$ cat src/rtl/y86_pkg.sv
`default_nettype none
// ============================================================================
//  Module      : y86_pkg
//  Description : Shared y86 definitions used by the write-back port
//                scheduler. Holds the "no destination" register id, the
//                scheduler state enumeration and helpers that turn a
//                register id into a liveness flag or a pending-mask bit.
//  Revision    : 1.0 - initial release
// ============================================================================
package y86_pkg;

  // Register id meaning "no destination register".
  localparam int REG_NONE = 15;

  // Number of architectural registers that can be tracked as pending.
  localparam int c_NUM_PEND = 15;

  // Write-back scheduler states.
  typedef enum logic [1:0] {
    IDLE = 2'd0,
    WR_A = 2'd1,
    WR_B = 2'd2
  } wb_state_t;

  // A destination produces a register write only when it is not the
  // "none" id and addresses one of the trackable registers. Ids at or
  // above c_NUM_PEND can appear when the id field is wider than 4 bits;
  // those are treated exactly like "none".
  function automatic logic dst_live(input logic [31:0] dst,
                                    input logic [31:0] none);
    return (dst != none) && (dst < 32'(c_NUM_PEND));
  endfunction

  // One-hot pending-mask bit for a destination, zero when not live.
  function automatic logic [c_NUM_PEND-1:0] dst_onehot(input logic [31:0] dst,
                                                       input logic [31:0] none);
    logic [c_NUM_PEND-1:0] m;
    m = '0;
    if (dst_live(dst, none)) begin
      m = c_NUM_PEND'(1) << dst[3:0];
    end
    return m;
  endfunction

endpackage : y86_pkg
`default_nettype wire

$ cat src/rtl/wb_port_sched.sv
`default_nettype none
// ============================================================================
//  Module      : wb_port_sched
//  Description : Write-back port scheduler. Accepts a request carrying up to
//                two destination writes (A and B) and serialises them onto a
//                single register-file write port, one write per cycle.
//                When both destinations name the same register only the B
//                write is issued (B data wins).
//  Revision    : 1.0 - initial release
//
//  Ports
//    clk        in   1       clock, rising edge
//    rst_n      in   1       synchronous active-low reset
//    in_valid   in   1       write-back request present
//    in_ready   out  1       request can be accepted this cycle
//    in_dstA    in   REG_W   first destination id (REG_NONE = none)
//    in_dataA   in   DATA_W  first write data
//    in_dstB    in   REG_W   second destination id (REG_NONE = none)
//    in_dataB   in   DATA_W  second write data
//    rf_we      out  1       register-file write enable
//    rf_waddr   out  REG_W   register-file write address (0 when idle)
//    rf_wdata   out  DATA_W  register-file write data (0 when idle)
//    pend_mask  out  15      registers with a held, not yet issued write
//    busy       out  1       scheduler is not idle
//    wr_count   out  16      saturating count of issued writes
// ============================================================================
module wb_port_sched #(
  parameter int DATA_W   = 64,
  parameter int REG_W    = 4,
  parameter int REG_NONE = 15
) (
  input  logic              clk,
  input  logic              rst_n,
  input  logic              in_valid,
  output logic              in_ready,
  input  logic [REG_W-1:0]  in_dstA,
  input  logic [DATA_W-1:0] in_dataA,
  input  logic [REG_W-1:0]  in_dstB,
  input  logic [DATA_W-1:0] in_dataB,
  output logic              rf_we,
  output logic [REG_W-1:0]  rf_waddr,
  output logic [DATA_W-1:0] rf_wdata,
  output logic [14:0]       pend_mask,
  output logic              busy,
  output logic [15:0]       wr_count
);

  import y86_pkg::*;

  localparam logic [31:0]      c_NONE    = 32'(REG_NONE);
  localparam logic [REG_W-1:0] c_NONE_ID = REG_W'(REG_NONE);
  localparam logic [15:0]      c_CNT_MAX = 16'hFFFF;

  // --------------------------------------------------------------------------
  // State and holding registers
  // --------------------------------------------------------------------------
  wb_state_t          r_state;
  logic [REG_W-1:0]   r_a_dst;
  logic [DATA_W-1:0]  r_a_data;
  logic [REG_W-1:0]   r_b_dst;
  logic [DATA_W-1:0]  r_b_data;
  logic [14:0]        r_pend;
  logic [15:0]        r_wr_count;

  // --------------------------------------------------------------------------
  // Combinational decode
  // --------------------------------------------------------------------------
  logic               w_in_a_live;
  logic               w_in_b_live;
  logic               w_issue_a;
  logic               w_issue_b;
  logic               w_hb_pending;
  logic               w_ready;
  logic               w_accept;
  logic               w_writing;
  wb_state_t          w_acc_state;
  logic [14:0]        w_set;
  logic [14:0]        w_clr;

  always_comb begin
    w_in_a_live  = dst_live(32'(in_dstA), c_NONE);
    w_in_b_live  = dst_live(32'(in_dstB), c_NONE);

    // A is dropped on a collision so the single surviving write carries B data.
    w_issue_a    = w_in_a_live && (in_dstA != in_dstB);
    w_issue_b    = w_in_b_live;

    // Held B destinations are stored as REG_NONE when they will not issue,
    // so liveness of r_b_dst alone says whether WR_B must follow WR_A.
    w_hb_pending = dst_live(32'(r_b_dst), c_NONE);

    // The port can take a new request whenever the current cycle's write is
    // the last one outstanding (or there is none).
    w_ready      = 1'b0;
    case (r_state)
      IDLE:    w_ready = 1'b1;
      WR_A:    w_ready = !w_hb_pending;
      WR_B:    w_ready = 1'b1;
      default: w_ready = 1'b0;
    endcase

    // Reset dominates: a request presented during reset is never taken.
    w_accept     = rst_n && in_valid && w_ready;

    w_acc_state  = IDLE;
    if (w_issue_a) begin
      w_acc_state = WR_A;
    end else if (w_issue_b) begin
      w_acc_state = WR_B;
    end

    w_writing    = (r_state == WR_A) || (r_state == WR_B);

    // Bit of the write issuing this cycle; it retires on the closing edge.
    w_clr        = '0;
    case (r_state)
      WR_A:    w_clr = dst_onehot(32'(r_a_dst), c_NONE);
      WR_B:    w_clr = dst_onehot(32'(r_b_dst), c_NONE);
      default: w_clr = '0;
    endcase

    // Bits for the writes of a request being accepted on this edge.
    w_set        = '0;
    if (w_accept) begin
      if (w_issue_a) begin
        w_set = w_set | dst_onehot(32'(in_dstA), c_NONE);
      end
      if (w_issue_b) begin
        w_set = w_set | dst_onehot(32'(in_dstB), c_NONE);
      end
    end
  end

  // --------------------------------------------------------------------------
  // Sequential state
  // --------------------------------------------------------------------------
  always_ff @(posedge clk) begin
    if (!rst_n) begin
      r_state    <= IDLE;
      r_a_dst    <= '0;
      r_a_data   <= '0;
      r_b_dst    <= '0;
      r_b_data   <= '0;
      r_pend     <= '0;
      r_wr_count <= '0;
    end else begin
      if (w_accept) begin
        r_a_dst  <= w_issue_a ? in_dstA : c_NONE_ID;
        r_a_data <= in_dataA;
        r_b_dst  <= w_issue_b ? in_dstB : c_NONE_ID;
        r_b_data <= in_dataB;
      end

      case (r_state)
        IDLE: begin
          r_state <= w_accept ? w_acc_state : IDLE;
        end
        WR_A: begin
          if (w_hb_pending) begin
            r_state <= WR_B;
          end else begin
            r_state <= w_accept ? w_acc_state : IDLE;
          end
        end
        WR_B: begin
          r_state <= w_accept ? w_acc_state : IDLE;
        end
        default: begin
          r_state <= IDLE;
        end
      endcase

      // Set after clear so a re-accept of the retiring register keeps it set.
      r_pend <= (r_pend & ~w_clr) | w_set;

      if (w_writing && (r_wr_count != c_CNT_MAX)) begin
        r_wr_count <= r_wr_count + 16'd1;
      end
    end
  end

  // --------------------------------------------------------------------------
  // Outputs: all derived directly from registered state
  // --------------------------------------------------------------------------
  always_comb begin
    rf_waddr = '0;
    rf_wdata = '0;
    case (r_state)
      WR_A: begin
        rf_waddr = r_a_dst;
        rf_wdata = r_a_data;
      end
      WR_B: begin
        rf_waddr = r_b_dst;
        rf_wdata = r_b_data;
      end
      default: begin
        rf_waddr = '0;
        rf_wdata = '0;
      end
    endcase
  end

  assign in_ready  = w_ready;
  assign rf_we     = w_writing;
  assign busy      = (r_state != IDLE);
  assign pend_mask = r_pend;
  assign wr_count  = r_wr_count;

endmodule : wb_port_sched
`default_nettype wire

$ cat config.mk
export PLATFORM = sky130hd
export DESIGN_NAME = wb_port_sched
export DESIGN_NICKNAME = d
export VERILOG_FILES = /design/src/rtl/y86_pkg.sv /design/src/rtl/wb_port_sched.sv
export SDC_FILE = /design/constraint.sdc
export NUM_CORES = 1
export LEC_CHECK = 0
export ABC_AREA = 1
export CAP_MARGIN = 20
export CORE_MARGIN = 2
export CORE_UTILIZATION = 43
export DETAILED_ROUTE_END_ITERATION = 6
export GPL_ROUTABILITY_DRIVEN = 0
export PLACE_DENSITY = 0.77
export SKIP_LAST_GASP = 1
export SYNTH_ARGS = -nofsm -noshare
export SYNTH_HDL_FRONTEND = slang
export SYNTH_SLANG_ARGS = --single-unit
$ cat constraint.sdc
create_clock -name clk -period 1.7 [get_ports clk]
set_input_delay 0.34 -clock clk [delete_from_list [all_inputs] [get_ports clk]]
set_output_delay 0.34 -clock clk [all_outputs]
set_load 0.02 [all_outputs]
---- Yosys cells after proc, flatten, opt, wreduce, memory -nomap -nowiden ----
Index checks and enable logic that the tools add are counted.
storage, ports and cells
  bits of input ports ..................... 139
  word-level logic and storage cells ...... 61
  flip-flop bits (word level) ............. 169
cells by class
  $add $sub $neg .......................... 1
  reduce and logical (&&, ||, !) cells .... 13
  mux-type cells .......................... 20
  equality and inequality tests ........... 8
  magnitude comparators ................... 4
  shift-type cells ........................ 4
  bitwise gates (word level) .............. 4
operators by type and width
  kind                                                 count
  2-to-1 mux 15 bit                                    9
  case mux 64 bit (2 select lines)                     1
  left shift 1 x 4 -> 15 bit, first input constant     4
  bitwise OR 15 bit                                    2
  case mux 15 bit (2 select lines)                     1
  adder 16 x 1 -> 16 bit, second input constant        1
  < comparator 4 bit, second input constant            4
  != test 16 bit, second input constant                1
  != test 4 bit, second input constant                 4
  AND 15 bit                                           1
  NOT 15 bit                                           1
  logical AND 1 bit                                    8
  2-to-1 mux 2 bit                                     4
  2-to-1 mux 4 bit                                     2
  case mux 4 bit (2 select lines)                      1
  != test 4 bit                                        1
  case mux 2 bit (2 select lines)                      1
  equality test 2 x 1 -> 1 bit, second input constant  1
  equality test 2 bit, second input constant           1
  logical NOT 2 bit                                    1
  case mux 1 bit (2 select lines)                      1
  nonzero test 2 bit                                   1
  OR reduction 2 bit                                   1
  logical NOT 1 bit                                    1
  logical OR 1 bit                                     1

---- Longest topological paths before layout ----
  depth after elaboration ................. 10
  gate-level depth with buffers ........... 12

---- Least setup slack after synthesis ----
OpenSTA, ideal clock, no wires.
  path type ............................... flip-flop to output port
  start point ............................. reg r_state[0]
  end point ............................... out rf_waddr[2]
  cell stages (with the launch flop) ...... 8
  slack ................................... -0.519 ns
  path buffers ............................ 3
  arrival ................................. 1.879 ns
  cells stage by stage .................... dfxtp_1 -> inv_1 -> ha_1 -> clkbuf_1 -> inv_2 -> clkbuf_1 -> buf_1 -> a21oi_1
on the way
  word-level cells in the longest chain between the ends .. 2
RTL lines
  element                                                              RTL line              RTL
  from (decl)                                                          wb_port_sched.sv:57   wb_state_t r_state;
  from (signal assigned)                                               wb_port_sched.sv:156  r_state <= w_accept ? w_acc_state : IDLE;
  from (signal assigned)                                               wb_port_sched.sv:162  r_state <= w_accept ? w_acc_state : IDLE;
  from (signal assigned)                                               wb_port_sched.sv:166  r_state <= w_accept ? w_acc_state : IDLE;
  equality test 2 bit or equality test 2 x 1 -> 1 bit (tied branches)  n/a
  case mux 4 bit (2 select lines) *                                    wb_port_sched.sv:188  case (r_state)
  to (decl)                                                            wb_port_sched.sv:41   output logic [REG_W-1:0] rf_waddr,
Mark *: on every way between the ends. The rest lies on a longest branch, timed or not.

---- Worst setup path after layout ----
  start point ............................. reg r_state[1]
  end point ............................... out rf_wdata[58]
on the way
  word-level cells in the longest chain between the ends .. 2
RTL lines
  element                                                              RTL line              RTL
  equality test 2 bit or equality test 2 x 1 -> 1 bit (tied branches)  n/a
  case mux 64 bit (2 select lines) *                                   wb_port_sched.sv:188
  to (decl)                                                            wb_port_sched.sv:42   output logic [DATA_W-1:0] rf_wdata,
Marks and branches as above.

==> metrics.csv <==
stage,metric,value,unit
synth,synth_top_area_share,0.424,
status,status,finished with violations,
critical_path,cp-start-kind,flip-flop,
synth,ys.warnings.count,0,
finish,stdcell_area,15000,um2
finish,nets,1691,
global_routing,grt_use_total,0.287,
clock_network,cts_buffer_depth,2,
critical_path,worstPathArrival,1.82,ns
die,coreArea,18100,um2
synth,yosysMostFrequentCell,nor2_1,
global_routing,grt_pass1_vias,8834,
clock_network,cts_root_buf,clkbuf_16,
min_path,hp-start,pend_mask[1]$_SDFF_PN0_,
synth,synth_edf_count,0,
detailed_routing,wire_per_inst,20.2,um
critical_path,slowest_delay,0.37,ns
synth,netlist_area,7990,um2
synth,synthCells,1217,
clock_network,cts_tree,done,
die,die-area,19700,um2
global_routing,globalRouteOverflowTotal,0,
critical_path,cp_num_buf_inv,4,
critical_path,timing.critical_path.mode_cell,buf_12,
synth,synth_seq_area_share,0.424,
sta,maxSlewViolCount,0,
status,violations,setup timing,
place,placedCellCount,1683,
synth,synth_ff_type,dfxtp_1,
die,die_y,140,um
detailed_routing,drc,0,
critical_path,critPathMaxFanout,9,
global_routing,grt_max_degree,142,
critical_path,rr_startpoint,r_state[1]$_SDFF_PN0_,
critical_path,worst-endpoint-required,1.36,ns
sta,worst_pin_slew,0.896,ns
critical_path,path_depth,7,
detailed_routing,ant_nets,0,
clock_network,cts.sinks,169,
clock_network,h-tree-depth,4,
sta,fin_crit_sh,1.27,
finish,diodes,0,
sta,finalCriticalPeriod,2.16,ns
pwr,ir_worst_vdd,812,uV
synth,synthTopCellsByCount,"nor2_1, nand2_1, dfxtp_1",
global_routing,grt_antenna_before_repair,0,
flow_run,maxCapViolations,0,
clock_network,clk_pin_slew_worst_paths,0.06,ns
detailed_routing,drt_wl_total,36100,um
synth,ys_async_sr_fraction,0,
detailed_routing,routed_via_density,5.60,
sta,rsz0062_at_grt,yes,
detailed_routing,firstDrtPassIters,6,
clock_network,clk_latency,0.44,ns
die,start_util,0.442,
synth,synth.net_count,1361,
synth,avgSynthCellArea,6.56,um2
critical_path,slowest_stage,dfxtp_4,
finish,final_core_util,0.832,
pwr,finalPower,11.7,mW
finish,syn_to_final_growth,88.4,%
sta,fin_ws,-0.459,ns
clock_network,cts_buffers,17,
critical_path,crit_type,flip-flop to primary output,
die,io-pin-count,241,
critical_path,critPathLaunch,r_state[1]$_SDFF_PN0_,
synth,yosys.area.top_type,dfxtp_1,
critical_path,worstPathCellList,"inv_4, ha_4, buf_12, buf_12, nand2_1, a21oi_2, buf_6",
detailed_routing,via_count,10000,
place,dp_hpwl,17600,um
place,port_buffers,240,
sta,slew_headroom,0.403,
clock_network,ctsHoldBuffers,0,
critical_path,crit_path_end_kind,primary output,
die,core.rowCount,49,
die,die_x,140,um
sta,hold_violations,0,
place,placedInstanceArea,11500,um2
min_path,hold_path.class,flip-flop to flip-flop,
pwr,power_density,780,nW/um2
synth,synthDistinctLibCells,30,
finish,fin_cells,1789,
pwr,p_leak,6.39,nW
critical_path,rr_worst_depth,13,
critical_path,cp_top_family,buffers and inverters,
sta,setup_viol_count_final,223,
detailed_routing,drtIter0Drc,801,
synth,yosys_register_bits,169,
synth,netlist_top_cells_area,"dfxtp_1, nor2_1, nand2_1",
finish,drive_gt1_frac,0.378,
min_path,holdPathStages,2,
global_routing,grt_first_pass_wirelength,45400,um
sta,clock_skew,0.0170,ns
sta,max_freq,463,MHz
worst paths after layout:
kind	endpoint	slack, ns
worst max register to register	r_b_data[10]$_SDFFE_PN0P_	-0.41
worst min register to register	pend_mask[1]$_SDFF_PN0_	0.46
worst max-delay path	rf_wdata[58]	-0.46
worst min-delay path	pend_mask[1]$_SDFF_PN0_	0.46
layout make-up:
type	count	area (um2)
sequential	169	3400
timing repair inverter	3	62.6
timing repair buffer	385	4650
tap	229	287
multi-input combinational	927	5860
clock inverter	14	156
inverter	44	195
fill	1013	3040
clock buffer	18	439
per-layer routing:
metal | GRT usage | share of wire | wire, um
met5 | 0 | 0 | 0
met2 | 0.489 | 0.50 | 18100
met1 | 0.352 | 0.38 | 13800
met4 | 0.0984 | 0.035 | 1280
met3 | 0.0762 | 0.081 | 2920
tightest hold or removal path: cells and delay by family (launching register included):
family / cells / cell delay [ns]
DFF: 1 / 0.31
AOI/OAI and AO/OA: 1 / 0.05
and+or+nand+nor: 1 / 0.06
logic make-up (layout without fill, tap and decap cells):
| group | after synthesis | after routing | synth area share |
|---|---|---|---|
| buffers and inverters | 124 | 464 | 0.0721 |
| AND/OR/NAND/NOR | 645 | 648 | 0.318 |
| XOR/XNOR | 12 | 12 | 0.0132 |
| adder cells (fa/ha/maj) | 5 | 5 | 0.00783 |
| flip-flops | 169 | 169 | 0.424 |
| AO/OA/AOI/OAI | 262 | 262 | 0.166 |
cell usage in the layout (no fill, tap or decap), types with 7 or more instances in the layout:
cell type	count
buf_12	30
clkdlybuf4s50_1	137
clkbuf_16	34
a21oi_1	20
dfxtp_1	165
nand2_2	24
nand2_4	22
xor2_1	7
nor2_4	60
nand3_1	35
o21ai_4	8
a21oi_2	54
dlymetal6s2s_1	29
o21ai_1	28
a21oi_4	29
nor2_1	230
buf_4	83
nand2_1	227
o21ai_0	32
o21ai_2	84
inv_1	35
buf_6	61
nor3_1	8
buf_16	16
nor2_2	24
buf_8	7
where the power goes:
part / internal, mW / switching (mW) / total, mW / leakage [nW]
Clock: 2.13 / 1.87 / 4.00 / 0.287
Combinational: 1.58 / 1.65 / 3.23 / 4.71
Sequential: 4.24 / 0.265 / 4.50 / 1.39
Total: 7.95 / 3.78 / 11.7 / 6.39
sequential cells by signal, indices dropped and copies added (netlist names):
name / count
r_a_dst: 4
r_state: 2
r_b_data: 64
wr_count: 16
r_a_data: 64
r_b_dst: 4
pend_mask: 15
through the flow:
step	setup TNS [ns]	worst slack, ns	hold WS, ns
2_1_floorplan	0	0.00518	0.454
3_3_place_gp	-51.65	-0.425	0.454
3_5_place_dp	-56.66	-0.473	0.457
4_1_cts	-57.66	-0.457	0.446
5_1_grt	-78.10	-0.495	0.489
6_report	-67.55	-0.459	0.461
timing repair:
item / in CTS / in global routing
gates resized for setup: 425 / 526
endpoints found under the hold margin: 0 / 0
buffers inserted: 17 / 20
endpoints found under the setup margin: 255 / 269
cloned: 23 / 26
pin swaps: 18 / 91
Power figures use the tool's default switching activity.
